[src/rtl/mips_mem_arbiter.sv]
// mips_mem_arbiter
// Arbitrates the CPU's instruction-fetch and data ports onto one Avalon-style
// memory bus, one transaction at a time. A winning request is latched into
// registered bus fields and held through waitrequest. The winner then gets a
// one-cycle acknowledge together with its read data.
//
// Optional feature: define MEM_ARB_ROUND_ROBIN_EN to resolve a simultaneous
// request in favour of the requester that did not own the previous completed
// transaction. Without it, a data access always wins a tie.
module mips_mem_arbiter (
  input  logic        clk,
  input  logic        reset,
  // instruction-fetch port
  input  logic        instr_req,
  input  logic [31:0] instr_address,
  output logic        instr_ack,
  output logic [31:0] instr_readdata,
  // data port
  input  logic        data_read,
  input  logic        data_write,
  input  logic [31:0] data_address,
  input  logic [31:0] data_writedata,
  input  logic [3:0]  data_byteenable,
  output logic        data_ack,
  output logic [31:0] data_readdata,
  // memory bus
  output logic [31:0] address,
  output logic        read,
  output logic        write,
  output logic [31:0] writedata,
  output logic [3:0]  byteenable,
  input  logic [31:0] readdata,
  input  logic        waitrequest,
  // owner of the current or last transaction (1 = data)
  output logic        grant_data
);

  typedef enum logic [1:0] {
    IDLE = 2'd0,
    BUS  = 2'd1,
    DONE = 2'd2
  } state_t;

  state_t state_reg, state_next;

  // Registered bus fields, latched at grant and held for the whole transaction.
  logic [31:0] address_reg;
  logic        read_reg;
  logic        write_reg;
  logic [31:0] writedata_reg;
  logic [3:0]  byteenable_reg;
  logic        grant_data_reg;

  // Field values the bus would take if the current IDLE cycle grants.
  logic [31:0] address_next;
  logic        read_next;
  logic        write_next;
  logic [31:0] writedata_next;
  logic [3:0]  byteenable_next;

  logic data_pend;
  logic instr_pend;
  logic tie_pick_data;
  logic pick_data;
  logic grant_valid;
  logic latch_grant;
  logic bus_done;

  // The byte-offset bits never reach the bus; the bus is word addressed.
  logic unused_addr_bits;
  assign unused_addr_bits = ^{instr_address[1:0], data_address[1:0]};

  // Pick a winner among the pending requesters.
  always_comb begin
    data_pend  = data_read | data_write;
    instr_pend = instr_req;
`ifdef MEM_ARB_ROUND_ROBIN_EN
    // grant_data_reg holds the owner of the last completed transaction.
    // It is cleared by reset, so the first tie after reset goes to data.
    tie_pick_data = ~grant_data_reg;
`else
    tie_pick_data = 1'b1;
`endif
    grant_valid = data_pend | instr_pend;
    pick_data   = data_pend & (~instr_pend | tie_pick_data);
  end

  // Build the bus fields for the chosen requester.
  always_comb begin
    address_next    = {instr_address[31:2], 2'b00};
    read_next       = 1'b1;
    write_next      = 1'b0;
    writedata_next  = 32'h0;
    byteenable_next = 4'b1111;
    if (pick_data) begin
      address_next    = {data_address[31:2], 2'b00};
      // A store wins over a load when both strobes are raised together.
      write_next      = data_write;
      read_next       = ~data_write;
      writedata_next  = data_writedata;
      byteenable_next = data_byteenable;
    end
  end

  // State register.
  always_ff @(posedge clk) begin
    if (reset) begin
      state_reg <= IDLE;
    end else begin
      state_reg <= state_next;
    end
  end

  // Next-state logic and the two transition qualifiers used by the datapath.
  always_comb begin
    state_next  = state_reg;
    latch_grant = 1'b0;
    bus_done    = 1'b0;
    case (state_reg)
      IDLE: begin
        if (grant_valid) begin
          latch_grant = 1'b1;
          state_next  = BUS;
        end
      end
      BUS: begin
        if (!waitrequest) begin
          bus_done   = 1'b1;
          state_next = DONE;
        end
      end
      DONE: begin
        state_next = IDLE;
      end
      default: begin
        state_next = IDLE;
      end
    endcase
  end

  // Bus field registers: load on grant, drop the strobes once the bus accepts.
  always_ff @(posedge clk) begin
    if (reset) begin
      address_reg    <= 32'h0;
      read_reg       <= 1'b0;
      write_reg      <= 1'b0;
      writedata_reg  <= 32'h0;
      byteenable_reg <= 4'h0;
      grant_data_reg <= 1'b0;
    end else if (latch_grant) begin
      address_reg    <= address_next;
      read_reg       <= read_next;
      write_reg      <= write_next;
      writedata_reg  <= writedata_next;
      byteenable_reg <= byteenable_next;
      grant_data_reg <= pick_data;
    end else if (bus_done) begin
      read_reg  <= 1'b0;
      write_reg <= 1'b0;
    end
  end

  // One acknowledge/readdata slice per requester: gi = 0 fetch, gi = 1 data.
  // The ack is raised on the edge entering DONE, so it is high for exactly
  // the DONE cycle. Only the owner of a read updates its data register.
  genvar gi;
  generate
    for (gi = 0; gi < 2; gi++) begin : g_req
      localparam bit IS_DATA = (gi == 1);
      logic        ack_reg;
      logic [31:0] rdata_reg;

      // Ack pulse and read-data capture for this requester.
      always_ff @(posedge clk) begin
        if (reset) begin
          ack_reg   <= 1'b0;
          rdata_reg <= 32'h0;
        end else begin
          ack_reg <= bus_done && (grant_data_reg == IS_DATA);
          if (bus_done && read_reg && (grant_data_reg == IS_DATA)) begin
            rdata_reg <= readdata;
          end
        end
      end
    end
  endgenerate

  assign instr_ack      = g_req[0].ack_reg;
  assign instr_readdata = g_req[0].rdata_reg;
  assign data_ack       = g_req[1].ack_reg;
  assign data_readdata  = g_req[1].rdata_reg;

  assign address    = address_reg;
  assign read       = read_reg;
  assign write      = write_reg;
  assign writedata  = writedata_reg;
  assign byteenable = byteenable_reg;
  assign grant_data = grant_data_reg;

endmodule
[config.mk]
export PLATFORM = sky130hd
export DESIGN_NAME = mips_mem_arbiter
export DESIGN_NICKNAME = d
export VERILOG_FILES = /design/src/rtl/mips_mem_arbiter.sv
export SDC_FILE = /design/constraint.sdc
export NUM_CORES = 1
export LEC_CHECK = 0
export ABC_AREA = 1
export CORE_AREA = 2 2 127 129
export DETAILED_ROUTE_END_ITERATION = 10
export DIE_AREA = 0 0 129 131
export PLACE_DENSITY = 0.84
export SKIP_LAST_GASP = 1
export SLEW_MARGIN = 20
export SYNTH_ARGS = -nofsm -noshare
export SYNTH_HDL_FRONTEND = slang
export SYNTH_SLANG_ARGS = --single-unit
[constraint.sdc]
create_clock -name clk -period 1.2 [get_ports clk]
set_clock_uncertainty 0.05 [all_clocks]
set_input_delay 0.12 -clock clk [delete_from_list [all_inputs] [get_ports clk]]
set_output_delay 0.12 -clock clk [all_outputs]
set_load 0.01 [all_outputs]
==> impl_metrics.yaml, run 1 <==
sta:
  fin_crit_ns: 1.40
  finalHoldViolations: 0
  setup_slack_ns: -0.196
  tns_ns: -15.60
  post-route-period-util_pct: 116
  setup_viol: 139
  fmax_mhz: 716
  rsz0062_at_grt: "yes"
  drv_slew: 0
  hold_slack_ns: 0.184
worst_hold_path:
  hold_depth: 3
  hold_path_startpoint: "reset"
  timing.hold.worst_endpoint: "address[15]$_SDFFE_PP0P_"
  hold_path.class: "in -> reg"
layout:
  nets: 1258
  syn2layout_area_growth_pct: 81.9
  post-route-util_pct: 65.4
  final_layout_size_suffix_gt1_share_pct: 32.8
  final_cell_mix: "272 x nand2_1, 132 x clkdlybuf4s50_1, 120 x dfxtp_1"
  final_common_cell: "nand2_1"
  fin_area_mm2: 0.0102
floorplan:
  placementRows: 46
  die_w_um: 129
  initial_core_util_pct: 35.9
  ioPinCount: 275
  fp.coreArea_mm2: 0.0156
  die_h_um: 131
  dieArea_mm2: 0.0169
critical_path:
  worstPathArrival_ns: 1.63
  cp-start-kind: "flip-flop"
  crit_path_end_kind: "flip-flop"
  worstSetupStartpoint: "state_reg[1]$_SDFFE_PP0P_"
  reg2reg_depth: 6
  reg2reg_from: "state_reg[1]$_SDFFE_PP0P_"
  rr_endpoint: "read$_SDFFE_PP0P_"
  worstPathMaxFanout: 7
  crit_type: "reg -> reg"
  r2r_setup_slack_ns: -0.20
  worst_ep_required_time_ns: 1.44
power:
  p_total_uw: 13500
  ir_worst_vdd_uv: 929
  p_leak_uw: 0.00502
  power_density_mw_per_mm2: 1320
clocking:
  cts_tree: "yes"
  clk-insertion-delay-late_ns: 0.41
  cts_sinks: 137
  cts_made_buffers: 17
  htree_levels: 4
  clk_path_buf_depth: 2
  root_buffer: "clkbuf_16"
  clk_pin_slew_ns: 0.06
global_routing:
  grt_usage_pct: 20.7
  grt_pass1_wl_mm: 27.5
  antenna_found_initial: 2
  grt_pass1_vias: 5645
  grt_max_degree: 53
  overflow: 0
synthesis:
  seq_area_frac_synth_pct: 48.9
  synthCells: 827
  syn_area_per_cell_um2: 6.78
  ys_warn_count: 0
  ys_types: 19
  synth_area_mm2: 0.00561
  synth-seq-cells: 137
detailed_routing:
  drt_iter0_markers: 304
  routed_wl_mm: 19.9
  drc: 0
  ant_nets: 0
  vias_per_cell: 4.55
  vias: 6139
  wire_per_inst_um: 14.8
  firstDrtPassIters: 5
place:
  place_hpwl_mm: 11.8
  placed_area_mm2: 0.00862
  port-buffer-count: 268
  globalplace.congestion: 0.856
status:
  run_status: "finished with violations"
  violations: "setup timing"
flow_run:
  cap_violations: 0
## layer usage
metal	up-vias	GRT usage [%]	wire length (um)
met5	-	0	0
met4	0	8.12	675
li1	3059	-	-
met3	49	7.45	1470
met1	2795	23.3	7780
met2	236	35.8	10000
## stage by stage
step           setup slack, ns  instances
6_report                -0.196       1350
5_1_grt                 -0.225       1349
4_1_cts                 -0.108       1337
3_5_place_dp            -0.354       1292
3_3_place_gp            -0.302       1292
2_1_floorplan           0.0177        828
## logic make-up after synthesis
family	after synthesis	share of synthesized area (%)
AO/OA/AOI/OAI	70	6.25
buffers and inverters	120	10.2
flip-flops	137	48.9
other	1	0.0669
AND/OR/NAND/NOR	499	34.6
## worst max-delay path by stage
stage                                                end  slack (ns)  depth (start not counted)
after floorplan           data_readdata[10]$_SDFFE_PP0P_        0.02                          6
after global placement                 read$_SDFFE_PP0P_       -0.30                          7
after detailed placement               read$_SDFFE_PP0P_       -0.35                          7
after CTS                                           read       -0.11                          1
after global routing                   read$_SDFFE_PP0P_       -0.22                          6
final                                  read$_SDFFE_PP0P_       -0.20                          6
## cell type report
| cell class | count | area (um^2) |
|---|---|---|
| sequential | 137 | 2770 |
| timing repair buffer | 320 | 3130 |
| multi-input combinational | 572 | 3110 |
| antenna | 1 | 2.50 |
| fill | 1252 | 5400 |
| clock inverter | 11 | 166 |
| inverter | 72 | 278 |
| tap | 216 | 270 |
| clock buffer | 21 | 480 |
## synthesized netlist by cell type
master / count / area, um^2
nand3_1: 2 / 10.0
nor2_2: 2 / 12.5
dfxtp_1: 137 / 2740
inv_2: 4 / 15.0
nand2_2: 2 / 12.5
nor2_4: 1 / 11.3
a21oi_1: 66 / 330
nor2_1: 137 / 514
clkbuf_1: 10 / 37.5
nand2_4: 1 / 11.3
buf_6: 6 / 67.6
buf_4: 14 / 105
o21ai_0: 4 / 20.0
conb_1: 1 / 3.75
inv_1: 68 / 255
nor3_1: 2 / 10.0
nand2_1: 350 / 1310
nand4_4: 2 / 42.5
buf_2: 18 / 90.1
## worst max-delay path, cell delays in order (launching register included)
cell and delay [ns]:
dfxtp_4 0.36, nor2_4 0.22, buf_6 0.19, nand2_8 0.10
clkbuf_16 0.21, nand3_2 0.08, a21oi_2 0.06
## where the power goes
part           internal (uW)  total [uW]  switching, uW
Combinational           1390        2740           1360
Sequential              4820        5020            206
Clock                   3700        5720           2020
## what timing repair did
| action | 4_1_cts | 5_1_grt |
|---|---|---|
| resized for setup | 282 | 370 |
| cloned | 6 | 13 |
| setup endpoints to repair | 267 | 252 |
| hold buffers | 0 | 0 |
| buffers inserted | 8 | 3 |
| pin swaps | 12 | 49 |
Note: power is estimated with default switching activity, not from simulation.
==> inputs of run 2 (changes only) <==
--- a/config.mk
+++ b/config.mk
@@ -6,10 +6,11 @@
 export NUM_CORES = 1
 export LEC_CHECK = 0
 export ABC_AREA = 1
-export CORE_AREA = 2 2 127 129
+export CORE_AREA = 2 2 100 150
 export DETAILED_ROUTE_END_ITERATION = 10
-export DIE_AREA = 0 0 129 131
-export PLACE_DENSITY = 0.84
+export DIE_AREA = 0 0 102 152
+export DONT_BUFFER_PORTS = 1
+export PLACE_DENSITY_LB_ADDON = 0.05
 export SKIP_LAST_GASP = 1
 export SLEW_MARGIN = 20
 export SYNTH_ARGS = -nofsm -noshare
==> impl_metrics.yaml, run 2 (same netlist as run 1, synthesis figures left out) <==
status:
  run_status: "finished with violations"
  violations: "hold timing, setup timing"
floorplan:
  fp.coreArea_mm2: 0.0143
  die_h_um: 152
  die_w_um: 102
  placementRows: 54
  ioPinCount: 275
  initial_core_util_pct: 39.1
  dieArea_mm2: 0.0155
global_routing:
  antenna_found_initial: 0
  grt_pass1_wl_mm: 23.6
  overflow: 0
  grt_max_degree: 71
  grt_pass1_vias: 4710
  grt_usage_pct: 19.1
detailed_routing:
  drt_iter0_markers: 108
  wire_per_inst_um: 14.0
  firstDrtPassIters: 5
  vias_per_cell: 4.56
  ant_nets: 0
  vias: 4886
  routed_wl_mm: 15.0
  drc: 0
layout:
  multi_input_comb_area_mm2: 0.00235
  final_cells: 1072
  syn2layout_area_growth_pct: 25.4
  nets: 1001
  final_cell_mix: "348 x nand2_1, 137 x nor2_1, 134 x dfxtp_1"
  fin_area_mm2: 0.00703
  final_common_cell: "nand2_1"
  post-route-util_pct: 49.1
  antenna_cells: 0
  final_layout_size_suffix_gt1_share_pct: 9.02
  n_fill_cell: 1451
  seq_area_mm2: 0.00275
critical_path:
  crit_type: "reg -> reg"
  crit_path_end_kind: "flip-flop"
  cp-start-kind: "flip-flop"
  worst_ep_required_time_ns: 1.49
  worstPathMaxFanout: 12
  worstPathArrival_ns: 1.56
place:
  port-buffer-count: 0
  placed_area_mm2: 0.00582
  globalplace.congestion: 0.795
  place_inst: 996
  pre_cts_ws_ns: -0.0700
  place_hpwl_mm: 10.1
sta:
  hold_slack_ns: -0.271
  drv_slew: 0
  finalHoldViolations: 69
  fin_crit_ns: 1.27
  fmax_mhz: 789
  setup_viol: 89
  rsz0062_at_grt: "yes"
  setup_slack_ns: -0.0676
  post-route-period-util_pct: 106
flow_run:
  cap_violations: 0
clocking:
  clk_path_buf_depth: 2
  cts_hold_buf: 37
  cts_made_buffers: 17
  cts_sinks: 137
  root_buffer: "clkbuf_16"
  clk-insertion-delay-late_ns: 0.41
  clk_pin_slew_ns: 0.06
  cts_tree: "yes"
  htree_levels: 4
power:
  power_density_mw_per_mm2: 1680
  ir_worst_vdd_uv: 771
  p_leak_uw: 0.00341
worst_hold_path:
  hold_path.class: "in -> reg"
-- run 2: power breakdown --
group	internal, uW	switching (uW)	leakage (uW)	total (uW)
logic	601	682	0.00199	1280
clock network	3350	2020	0.000292	5370
registers	4810	319	0.00112	5130
-- run 2: routing by layer --
metal  wire length (um)  global-route usage, %  vias up
li1                   -                      -     2538
met1               5590                   20.9     2118
met2               7610                   32.4      198
met3               1330                   6.90       32
met4                463                   8.70        0
met5                  0                      0        -
-- run 2: cell type report --
cell class                 instances  area share (%)
clock buffer                      19            6.30
clock inverter                    13            2.40
inverter                          72            3.92
multi-input combinational        571            33.4
sequential                       137            39.1
tap                              196            3.49
timing repair buffer              64            11.4
-- run 2: per-stage QoR --
step,power [uW],TNS (ns)
finish,11800,-1.99
global route,12300,-12.71
floorplan,5900,0
detailed placement,6180,-4.34
CTS,11900,-1.60
global placement,6150,-1.09
-- run 2: path summary, 6_finish.rpt --
kind                                            startpoint                          to  slack, ns  cells after the start
worst max-delay path             state_reg[1]$_SDFFE_PP0P_  writedata[13]$_SDFFE_PP0P_      -0.07                      7
worst min-delay path                                 reset  writedata[20]$_SDFFE_PP0P_      -0.27                      1
worst max register to register   state_reg[1]$_SDFFE_PP0P_  writedata[13]$_SDFFE_PP0P_      -0.07                      7
worst min register to register  writedata[23]$_SDFFE_PP0P_  writedata[23]$_SDFFE_PP0P_       0.45                      2
-- run 2: worst max-delay path: stages (launching register included) --
cell     delay [ns]
dfxtp_2        0.34
nor2_4         0.16
nand2_4        0.12
inv_6          0.09
buf_12         0.10
buf_12         0.12
nand2_1        0.07
a21oi_2        0.13
-- run 2: repair_timing --
item | in CTS | in global routing
endpoints found under the hold margin | 137 | 69
setup endpoints to repair | 131 | 131
pin swaps | 1 | 1
gates resized for setup | 13 | 9
gates cloned | 2 | 2
buffers inserted | 3 | 0
==> inputs of run 3 (changes only) <==
--- a/config.mk
+++ b/config.mk
@@ -6,9 +6,11 @@
 export NUM_CORES = 1
 export LEC_CHECK = 0
 export ABC_AREA = 1
-export CORE_AREA = 2 2 100 150
+export CELL_PAD_IN_SITES_DETAIL_PLACEMENT = 1
+export CELL_PAD_IN_SITES_GLOBAL_PLACEMENT = 1
+export CORE_AREA = 2 2 144 111
 export DETAILED_ROUTE_END_ITERATION = 10
-export DIE_AREA = 0 0 102 152
+export DIE_AREA = 0 0 146 113
 export DONT_BUFFER_PORTS = 1
 export PLACE_DENSITY_LB_ADDON = 0.05
 export SKIP_LAST_GASP = 1
==> impl_metrics.yaml, run 3 (same netlist as run 1, synthesis figures left out) <==
status:
  run_status: "finished with violations"
  violations: "hold timing, setup timing"
layout:
  multi_input_comb_area_mm2: 0.00270
  syn2layout_area_growth_pct: 38.3
  final_cells: 1100
  final_cell_mix: "315 x nand2_1, 133 x dfxtp_1, 123 x nor2_1"
  nets: 1020
  final_layout_size_suffix_gt1_share_pct: 18.4
  fin_area_mm2: 0.00775
  final_common_cell: "nand2_1"
  post-route-util_pct: 51.6
  antenna_cells: 0
  seq_area_mm2: 0.00275
  n_fill_cell: 1829
global_routing:
  grt_usage_pct: 21.0
  antenna_found_initial: 0
  grt_pass1_vias: 5412
  overflow: 0
  grt_pass1_wl_mm: 27.6
  grt_max_degree: 71
floorplan:
  dieArea_mm2: 0.0165
  fp.coreArea_mm2: 0.0150
  ioPinCount: 275
  die_w_um: 146
  placementRows: 39
  die_h_um: 113
  initial_core_util_pct: 37.3
clocking:
  cts_sinks: 137
  clk-insertion-delay-late_ns: 0.41
  cts_made_buffers: 17
  cts_hold_buf: 36
  clk_path_buf_depth: 2
  root_buffer: "clkbuf_16"
  cts_tree: "yes"
  htree_levels: 4
  clk_pin_slew_ns: 0.06
sta:
  finalHoldViolations: 69
  setup_slack_ns: -0.236
  drv_slew: 0
  hold_slack_ns: -0.283
  setup_viol: 134
  tns_ns: -12.86
  fin_crit_ns: 1.44
  fmax_mhz: 696
  rsz0062_at_grt: "yes"
  post-route-period-util_pct: 120
flow_run:
  cap_violations: 0
detailed_routing:
  ant_nets: 0
  wire_per_inst_um: 17.7
  vias: 5256
  firstDrtPassIters: 4
  drc: 0
  routed_wl_mm: 19.4
  vias_per_cell: 4.78
  drt_iter0_markers: 177
place:
  port-buffer-count: 0
  placed_area_mm2: 0.00586
  place_inst: 1007
  place_hpwl_mm: 11.9
  globalplace.congestion: 0.770
power:
  ir_worst_vdd_uv: 881
  p_leak_uw: 0.00376
  power_density_mw_per_mm2: 1630
critical_path:
  path_cells: "buf_4 -> nor2_4 -> nand2_4 -> inv_6 -> clkbuf_16 -> nand2_1 -> a21oi_1"
  crit_type: "reg -> reg"
  worstPathArrival_ns: 1.71
  cp-start-kind: "flip-flop"
  worstPathMaxFanout: 6
  crit_path_max_incr_delay_ns: 0.32
  worst_ep_required_time_ns: 1.47
  crit_path_end_kind: "flip-flop"
  slowest_stage: "dfxtp_2"
worst_hold_path:
  hold_path.class: "in -> reg"
==> run 3: stage by stage <==
stage                     total power (uW)  setup slack [ns]
after floorplan                       5900            0.0177
after CTS                            12200           -0.0988
after global placement                6160           -0.0378
after detailed placement              6220           -0.0957
final                                12600            -0.236
after global routing                 13100            -0.315
==> run 3: critical path, delay by kind of cell (launching register included) <==
| kind | cells | cell delay (ns) |
|---|---|---|
| DFF | 1 | 0.32 |
| buffers and inverters | 3 | 0.41 |
| and+or+nand+nor | 3 | 0.35 |
| AOI/OAI and AO/OA | 1 | 0.21 |
==> run 3: final cells by class <==
type                       instances  share of cell area, %
sequential                       137                   35.4
multi-input combinational        572                   34.8
timing repair buffer              82                   14.5
clock buffer                      21                   5.94
inverter                          72                   3.55
tap                              205                   3.31
clock inverter                    11                   2.49
==> run 3: timing repair <==
item,CTS,global route
endpoints found under the hold margin,137,69
resized for setup,37,86
setup buffers,7,1
cloned,4,15
endpoints found under the setup margin,128,134
pin swaps,5,13
==> run 3: final timing paths <==
check,startpoint,to,slack (ns),cells after the start
worst max-delay path,state_reg[0]$_SDFFE_PP0P_,writedata[14]$_SDFFE_PP0P_,-0.24,7
worst min-delay path,reset,writedata[7]$_SDFFE_PP0P_,-0.28,1
worst max register to register,state_reg[0]$_SDFFE_PP0P_,writedata[14]$_SDFFE_PP0P_,-0.24,7
worst min register to register,writedata[5]$_SDFFE_PP0P_,writedata[5]$_SDFFE_PP0P_,0.46,2
==> run 3: power breakdown <==
group	internal [uW]	total, uW	switching, uW
clock network	3800	5810	2000
registers	4810	5160	353
logic	773	1660	889
==> run 3: per-layer routing <==
| layer | share of wire, % | up-vias | global-route usage (%) |
|---|---|---|---|
| li1 | - | 2583 | - |
| met1 | 40 | 2473 | 22.1 |
| met2 | 50 | 186 | 37.3 |
| met3 | 9.9 | 14 | 9.52 |
| met4 | 0.97 | 0 | 7.57 |
| met5 | 0 | - | 0 |
